==> src/rtl/pll_lock_sequencer.sv <==
// pll_lock_sequencer
//
// Power-up and lock controller for a single PLL. The controller raises the
// PLL enable and waits a bounded time for a lock that stays stable. Only
// after that does it open the downstream clock gate. A timeout or a loss of
// lock starts a bounded number of relock attempts. When the attempts run
// out, the controller parks in a sticky FAULT state until START is dropped.
//
// Ports:
//   CLK          always-on reference clock; every register uses its rising edge
//   RESET        asynchronous, active-high reset
//   START        level request: 1 = bring the PLL up and keep it up, 0 = shut down
//   LOCK         PLL lock indication, asynchronous to CLK
//   PLL_EN       PLL enable
//   CLK_GATE_EN  downstream clock-gate enable, high only in RUN
//   READY        high only in RUN
//   FAULT        high only in FAULT
//   LOCK_LOST    one-cycle pulse when the synchronized lock falls in RUN
//   RETRY_COUNT  attempts used since the last IDLE or RUN entry
//   STATE        IDLE=0, WAIT_LOCK=1, SETTLE=2, RUN=3, OFF=4, FAULT=5
//
// Every output is registered and decoded from the next state. As a result,
// all outputs change on the same edge as STATE.

module pll_lock_sequencer #(
    parameter int LOCK_TIMEOUT  = 1024,
    parameter int SETTLE_CYCLES = 16,
    parameter int MAX_RETRIES   = 3,
    parameter int OFF_CYCLES    = 8
) (
    input  logic       CLK,
    input  logic       RESET,
    input  logic       START,
    input  logic       LOCK,
    output logic       PLL_EN,
    output logic       CLK_GATE_EN,
    output logic       READY,
    output logic       FAULT,
    output logic       LOCK_LOST,
    output logic [3:0] RETRY_COUNT,
    output logic [2:0] STATE
);

    localparam int TW = (LOCK_TIMEOUT  > 1) ? $clog2(LOCK_TIMEOUT)  : 1;
    localparam int SW = (SETTLE_CYCLES > 1) ? $clog2(SETTLE_CYCLES) : 1;
    localparam int OW = (OFF_CYCLES    > 1) ? $clog2(OFF_CYCLES)    : 1;

    localparam logic [TW-1:0] TIMER_LAST  = TW'(LOCK_TIMEOUT - 1);
    localparam logic [SW-1:0] SETTLE_LAST = SW'(SETTLE_CYCLES - 1);
    localparam logic [OW-1:0] OFF_LAST    = OW'(OFF_CYCLES - 1);
    localparam logic [3:0]    RETRY_MAX   = 4'(MAX_RETRIES);

    typedef enum logic [2:0] {
        ST_IDLE      = 3'd0,
        ST_WAIT_LOCK = 3'd1,
        ST_SETTLE    = 3'd2,
        ST_RUN       = 3'd3,
        ST_OFF       = 3'd4,
        ST_FAULT     = 3'd5
    } state_t;

    state_t          state_reg, state_next;
    logic [TW-1:0]   timer_reg, timer_next;
    logic [SW-1:0]   settle_reg, settle_next;
    logic [OW-1:0]   off_reg, off_next;
    logic [3:0]      retry_reg, retry_next;
    logic            lock_lost_next;
    logic            lock_meta_reg, lock_s_reg;
    logic            in_attempt, stay_attempt;

    // Next-state logic. Checks are ordered by priority: START low first,
    // then a lock drop, then timeout, then settle completion.
    always_comb begin
        state_next     = state_reg;
        retry_next     = retry_reg;
        settle_next    = '0;
        off_next       = '0;
        lock_lost_next = 1'b0;

        if (!START) begin
            state_next = ST_IDLE;
            retry_next = '0;
        end else begin
            case (state_reg)
                ST_IDLE: begin
                    state_next = ST_WAIT_LOCK;
                end
                ST_WAIT_LOCK: begin
                    // If lock arrives in the same cycle as the timeout, lock wins.
                    if (lock_s_reg) begin
                        state_next = ST_SETTLE;
                    end else if (timer_reg == TIMER_LAST) begin
                        if (retry_reg == RETRY_MAX) begin
                            state_next = ST_FAULT;
                        end else begin
                            state_next = ST_OFF;
                            retry_next = retry_reg + 4'd1;
                        end
                    end
                end
                ST_SETTLE: begin
                    if (!lock_s_reg) begin
                        state_next = ST_WAIT_LOCK;
                    end else if (timer_reg == TIMER_LAST) begin
                        if (retry_reg == RETRY_MAX) begin
                            state_next = ST_FAULT;
                        end else begin
                            state_next = ST_OFF;
                            retry_next = retry_reg + 4'd1;
                        end
                    end else if (settle_reg == SETTLE_LAST) begin
                        state_next = ST_RUN;
                        retry_next = '0;
                    end else begin
                        settle_next = settle_reg + 1'b1;
                    end
                end
                ST_RUN: begin
                    if (!lock_s_reg) begin
                        lock_lost_next = 1'b1;
                        if (retry_reg == RETRY_MAX) begin
                            state_next = ST_FAULT;
                        end else begin
                            state_next = ST_OFF;
                            retry_next = retry_reg + 4'd1;
                        end
                    end
                end
                ST_OFF: begin
                    if (off_reg == OFF_LAST) begin
                        state_next = ST_WAIT_LOCK;
                    end else begin
                        off_next = off_reg + 1'b1;
                    end
                end
                ST_FAULT: begin
                    state_next = ST_FAULT;
                end
                default: begin
                    state_next = ST_IDLE;
                    retry_next = '0;
                end
            endcase
        end
    end

    // The lock timer covers the whole attempt, across WAIT_LOCK and SETTLE,
    // and also across a SETTLE abort back to WAIT_LOCK. Any other entry into
    // WAIT_LOCK starts it again from zero. The timer saturates at its last
    // value instead of wrapping. This matters when a lock drop outranks a
    // timeout in SETTLE: the timeout is then taken on the next cycle.
    assign in_attempt   = (state_reg == ST_WAIT_LOCK) || (state_reg == ST_SETTLE);
    assign stay_attempt = (state_next == ST_WAIT_LOCK) || (state_next == ST_SETTLE);

    always_comb begin
        timer_next = '0;
        if (in_attempt && stay_attempt) begin
            timer_next = (timer_reg == TIMER_LAST) ? timer_reg : timer_reg + 1'b1;
        end
    end

    always_ff @(posedge CLK or posedge RESET) begin
        if (RESET) begin
            lock_meta_reg <= 1'b0;
            lock_s_reg    <= 1'b0;
            state_reg     <= ST_IDLE;
            timer_reg     <= '0;
            settle_reg    <= '0;
            off_reg       <= '0;
            retry_reg     <= '0;
            PLL_EN        <= 1'b0;
            CLK_GATE_EN   <= 1'b0;
            READY         <= 1'b0;
            FAULT         <= 1'b0;
            LOCK_LOST     <= 1'b0;
        end else begin
            lock_meta_reg <= LOCK;
            lock_s_reg    <= lock_meta_reg;
            state_reg     <= state_next;
            timer_reg     <= timer_next;
            settle_reg    <= settle_next;
            off_reg       <= off_next;
            retry_reg     <= retry_next;
            PLL_EN        <= (state_next == ST_WAIT_LOCK) || (state_next == ST_SETTLE) ||
                             (state_next == ST_RUN);
            CLK_GATE_EN   <= (state_next == ST_RUN);
            READY         <= (state_next == ST_RUN);
            FAULT         <= (state_next == ST_FAULT);
            LOCK_LOST     <= lock_lost_next;
        end
    end

    assign RETRY_COUNT = retry_reg;
    assign STATE       = state_reg;

endmodule
==> config.mk <==
export PLATFORM = sky130hd
export DESIGN_NAME = pll_lock_sequencer
export DESIGN_NICKNAME = d
export VERILOG_FILES = /design/src/rtl/pll_lock_sequencer.sv
export SDC_FILE = /design/constraint.sdc
export NUM_CORES = 1
export LEC_CHECK = 0
export ABC_AREA = 0
export CAP_MARGIN = 20
export CORE_ASPECT_RATIO = 1.75
export CORE_MARGIN = 2
export CORE_UTILIZATION = 55
export DETAILED_ROUTE_END_ITERATION = 12
export PLACE_DENSITY = 0.88
export SYNTH_ARGS = -nofsm -noshare
export SYNTH_HDL_FRONTEND = slang
export SYNTH_SLANG_ARGS = --single-unit
export TNS_END_PERCENT = 50
==> constraint.sdc <==
create_clock -name CLK -period 2.3 [get_ports CLK]
set_input_delay 0.46 -clock CLK [delete_from_list [all_inputs] [get_ports CLK]]
set_output_delay 0.46 -clock CLK [all_outputs]
set_load 0.05 [all_outputs]
# Word level (Yosys, flattened, before mapping)
# Cells that the tools add are included.
[totals]
regBits = 30
inputBits = 4
out_inout_bits = 12
wordCells = 74
[classes]
add_sub_neg = 4
n_eq_ne = 20
mux = 32
n_reduce_logical = 7
[ops]
columns = ["cell", "count"]
rows = [
  ["two-way mux 4 bit", 13],
  ["two-way mux 3 bit", 11],
  ["two-way mux 10 bit", 2],
  ["case mux 3 bit (6 select lines)", 1],
  ["case mux 4 bit (4 select lines)", 1],
  ["equality test 3 x 2 -> 1 bit, second input constant", 4],
  ["equality test 3 bit, second input constant", 4],
  ["inequality test 3 bit, second input constant", 4],
  ["adder 10 x 1 -> 10 bit, second input constant", 1],
  ["equality test 10 bit, second input constant", 1],
  ["adder 4 x 1 -> 4 bit, second input constant", 2],
  ["equality test 3 x 1 -> 1 bit, second input constant", 2],
  ["AND reduction 6 bit", 1],
  ["equality test 4 x 2 -> 1 bit, second input constant", 1],
  ["equality test 4 bit, second input constant", 1],
  ["two-way mux 1 bit", 4],
  ["inequality test 2 bit, second input constant", 2],
  ["inequality test 4 bit, second input constant", 1],
  ["adder 3 x 1 -> 3 bit, second input constant", 1],
  ["logical NOT 3 bit", 1],
  ["logical OR 1 bit", 3],
  ["OR reduction 3 bit", 1],
  ["logical AND 1 bit", 1],
]

# Longest topological paths before layout
[depth]
depth_word = 10
ltp_mapped = 9
mapped_depth_nobuf = 7

# Least setup slack after synthesis
# No wires, ideal clock.
[synth_timing]
path_type = "register -> register"
from = "register retry_reg[0] (netlist: RETRY_COUNT[0])"
to = "register timer_reg[8]"
setup_time_ns = 0.137
arrival_time_ns = 2.080
t_required_ns = 2.163
path_slack_ns = 0.083
stages_incl_launch_ff = 8
path_buffers = 1
period_less_slack_ns = 2.217
cell_sequence = "dfrtp_1 ha_1 or3b_2 a211oi_1 mux2_4 o32a_1 buf_6 a311oi_2"
[synth_via]
elab_chain_cells = 10
elab_cells_between_ends = 15
cone_classes = "eq/ne: 4; mux: 9; reduce/logical: 2"
[synth_rtl]
columns = ["item", "line", "rtl"]
rows = [
  ["start: declaration", "66", "logic [3:0] retry_reg, retry_next;"],
  ["start signal: assignment", "183", "retry_reg <= retry_next;"],
  ["equality test 4 x 2 -> 1 bit *", "93, 105, 121", ""],
  ["two-way mux 1 bit *", "93, 105, 121", ""],
  ["two-way mux 3 bit, on equally long branches", "104, 92", ""],
  ["two-way mux 3 bit, on equally long branches", "102, 90", ""],
  ["case mux 3 bit (6 select lines) *", "84", "case (state_reg)"],
  ["two-way mux 3 bit *", "80", "if (!START) begin"],
  ["equality test 3 x 1 -> 1 bit / equality test 3 x 2 -> 1 bit (equally long branches)", "153", "assign stay_attempt = (state_next == ST_WAIT_LOCK) || (state_next == ST_SETTLE);"],
  ["logical OR 1 bit *", "153", ""],
  ["logical AND 1 bit *", "157", "if (in_attempt && stay_attempt) begin"],
  ["inequality test 2 bit (no line) / two-way mux 10 bit (equally long branches)", "n/a", ""],
  ["end signal: assignment", "180", "timer_reg <= timer_next;"],
  ["end: declaration", "63", "logic [TW-1:0] timer_reg, timer_next;"],
]
# Every way passes the cells marked *; elsewhere a longest branch is shown, timed or not.
# A chain may end at the register's enable or synchronous reset.

# Worst setup path in the final report
# Ends and elaborated chain as after synthesis.

==> qor.csv <==
stage,metric,value,unit
floorplanning,coreArea,2930,um2
timing,slew_headroom,0.656,
timing,finalMaxSlewViolations,0,
synthesis,yosys.area.top_type_share,0.441,
placed_design,io_buffers,15,
synthesis,ys.warnings.count,0,
floorplanning,rows,26,
layout,fill_cells,231,
route,routed_wl,3.64,mm
synthesis,synth-seq-cells,30,
synthesis,yosysTopAreaCell,dfrtp_1,
synthesis,synth_edf_count,0,
clocking,ctsHoldBuffers,0,
timing,fmax,466,MHz
timing,fin_crit_sh,0.933,
synthesis,synthTopCellsByArea,"dfrtp_1 (44%), ha_1 (3.7%), nor2b_1 (2.9%)",
layout,utilization,0.685,
layout,syn2layout_area_growth,17.9,%
clocking,clock_path_buffers,2,
timing,rsz0062_at_grt,no,
critical_path,crit_start,RETRY_COUNT[0],
synthesis,synth_nets,173,
floorplanning,die_h,77.6,um
clocking,cts_max_level,2,
route,initialDrtViolationCount,26,
hold_path,min_from,lock_meta_reg,
floorplanning,start_util,0.582,
hold_path,hp-class,reg2reg,
timing,finalHoldViolCount,0,
clocking,cts_setup_buffers,0,
clocking,cts.clk_slew.worst_paths,0.06,ns
timing,holdWs,0.346,ns
clocking,insertion_delay,0.28,ns
floorplanning,die_w,46.1,um
route,vias,1382,
synthesis,synth-main-ff-cell,dfrtp_1,
synthesis,synthCells,164,
clocking,cts_sinks,30,
timing,fin_crit,2.15,ns
power_and_ir_drop,vdd_drop_max,470,uV
timing,fin_setup_tns,0,ns
global_routing,grt_usage,0.234,
critical_path,worstPathRequired,2.45,ns
layout,largest_reg_flops,10,
route,routed_via_density,6.34,
route,drtPass1Iterations,5,
power_and_ir_drop,powerDensity,599,nW/um2
critical_path,arrival,2.29,ns
critical_path,crit_path_max_fanout,10,
route,ant_nets,0,
global_routing,grt_overflow,0,
global_routing,grt_max_degree,31,
global_routing,grt_pass1_wl,6.12,mm
floorplanning,design.die.area,3570,um2
timing,tightest_slew,0.515,ns
layout,post_route_cells_drive_above_1_share,0.200,
floorplanning,num_io_pins,16,
clocking,cts_root_buf,clkbuf_8,
timing,finClkSkew,0.00603,ns
outcome,status,"finished, final reports clean",
layout,layout.nets,198,
synthesis,yosys.cell_count.top_type,dfrtp_1,
clocking,numCtsBuffers,5,
run,cap_violations,0,
critical_path,endpoint_kind,register,
global_routing,grt_pass1_vias,1407,
synthesis,ys_seq_area_frac,0.441,
clocking,cts_tree,built,
route,wire_per_inst,16.7,um
synthesis,syn_area,1700,um2
timing,setup_viol,0,
placed_design,hpwlAfterDp,2.75,mm
synthesis,syn_area_per_cell,10.4,um2
synthesis,synth_commonest_cells,"dfrtp_1 (30), nor2_1 (13), nand3_1 (9), o21ai_0 (9), nor2b_1 (8)",
global_routing,antenna_found_initial,0,
synthesis,synth.distinct_cells,53,
layout,antennaDiodeCount,0,
critical_path,r2r_start,RETRY_COUNT[0],
critical_path,start_kind,register,
synthesis,postSynth.asyncResetShare,1.00,
route,route.detailed.drc,0,
placed_design,place.gp.congestion,0.947,
power_and_ir_drop,p_leak,0.903,nW
critical_path,critPathKind,reg2reg,
[kinds of logic after synthesis]
logic type | synth area share
AO/OA/AOI/OAI | 0.188
XOR/XNOR | 0.0103
multiplexers | 0.0206
AND/OR/NAND/NOR | 0.247
adder cells (fa/ha/maj) | 0.0367
buffers and inverters | 0.0566
flip-flops | 0.441
[through the flow]
stage	setup slack (ns)	instance area [um2]	instances	total power [mW]
after floorplan	0.0834	1700	164	0.706
after global placement	0.0885	1910	210	0.768
after detailed placement	0.0806	1910	210	0.778
after CTS	0.0313	2000	218	1.21
after global routing	0.0693	2010	218	1.26
final	0.154	2010	218	1.20
[where the power goes]
group | leakage (nW) | internal, mW | switching [mW]
Clock | 0.0482 | 0.241 | 0.193
Combinational | 0.446 | 0.0891 | 0.116
Sequential | 0.408 | 0.543 | 0.0205
Total | 0.903 | 0.873 | 0.329
[layout by cell type, fill, tap and decap left out, types with 3 or more instances in the layout]
cell type        instances
dfrtp_1                 30
clkdlybuf4s50_1         14
nor2_1                  13
buf_4                   11
nand3_1                  9
o21ai_0                  9
nor2b_1                  8
nand2_1                  7
clkbuf_8                 6
a31oi_1                  5
inv_1                    5
ha_1                     5
a21oi_1                  4
or3b_2                   3
and3_1                   3
nand2b_1                 3
nor3b_1                  3
[worst paths after layout]
| path | to | slack [ns] | depth (start not counted) |
|---|---|---|---|
| max reg2reg | timer_reg[8] | 0.15 | 7 |
| min reg2reg | lock_s_reg | 0.35 | 0 |
| min | lock_s_reg | 0.35 | 0 |
| max | timer_reg[8] | 0.15 | 7 |
| min in group asynchronous | timer_reg[0] | 0.56 | 3 |
| max in group asynchronous | lock_meta_reg | 1.46 | 3 |
[worst max-delay path: stages, from the launching register on]
cell and delay, ns:
dfrtp_1 0.43, ha_1 0.23, or3b_2 0.50, a211oi_1 0.26
mux2_4 0.20, o32a_1 0.21, buf_12 0.14, a311oi_2 0.04
[cell type report]
class | instances | area [um2] | share of cell area
multi-input combinational | 120 | 856 | 0.426
sequential | 30 | 751 | 0.374
timing repair buffer | 27 | 255 | 0.127
clock buffer | 7 | 86.3 | 0.0430
tap | 28 | 35.0 | 0.0175
inverter | 5 | 18.8 | 0.00935
clock inverter | 1 | 5.00 | 0.00249
[routing by layer]
metal  vias to the layer above  routed length (um)  global-route usage
li1                        653                   -                   -
met1                       686                1330               0.231
met2                        34                2090               0.418
met3                         9                 107              0.0419
met4                         0                 104               0.131
met5                         -                   0                   0
[what timing repair did]
item,CTS,global route
endpoints found under the setup margin,0,1
resized for setup,0,1
hold endpoints to repair,0,0
Note: power is estimated with default switching activity, not from simulation.
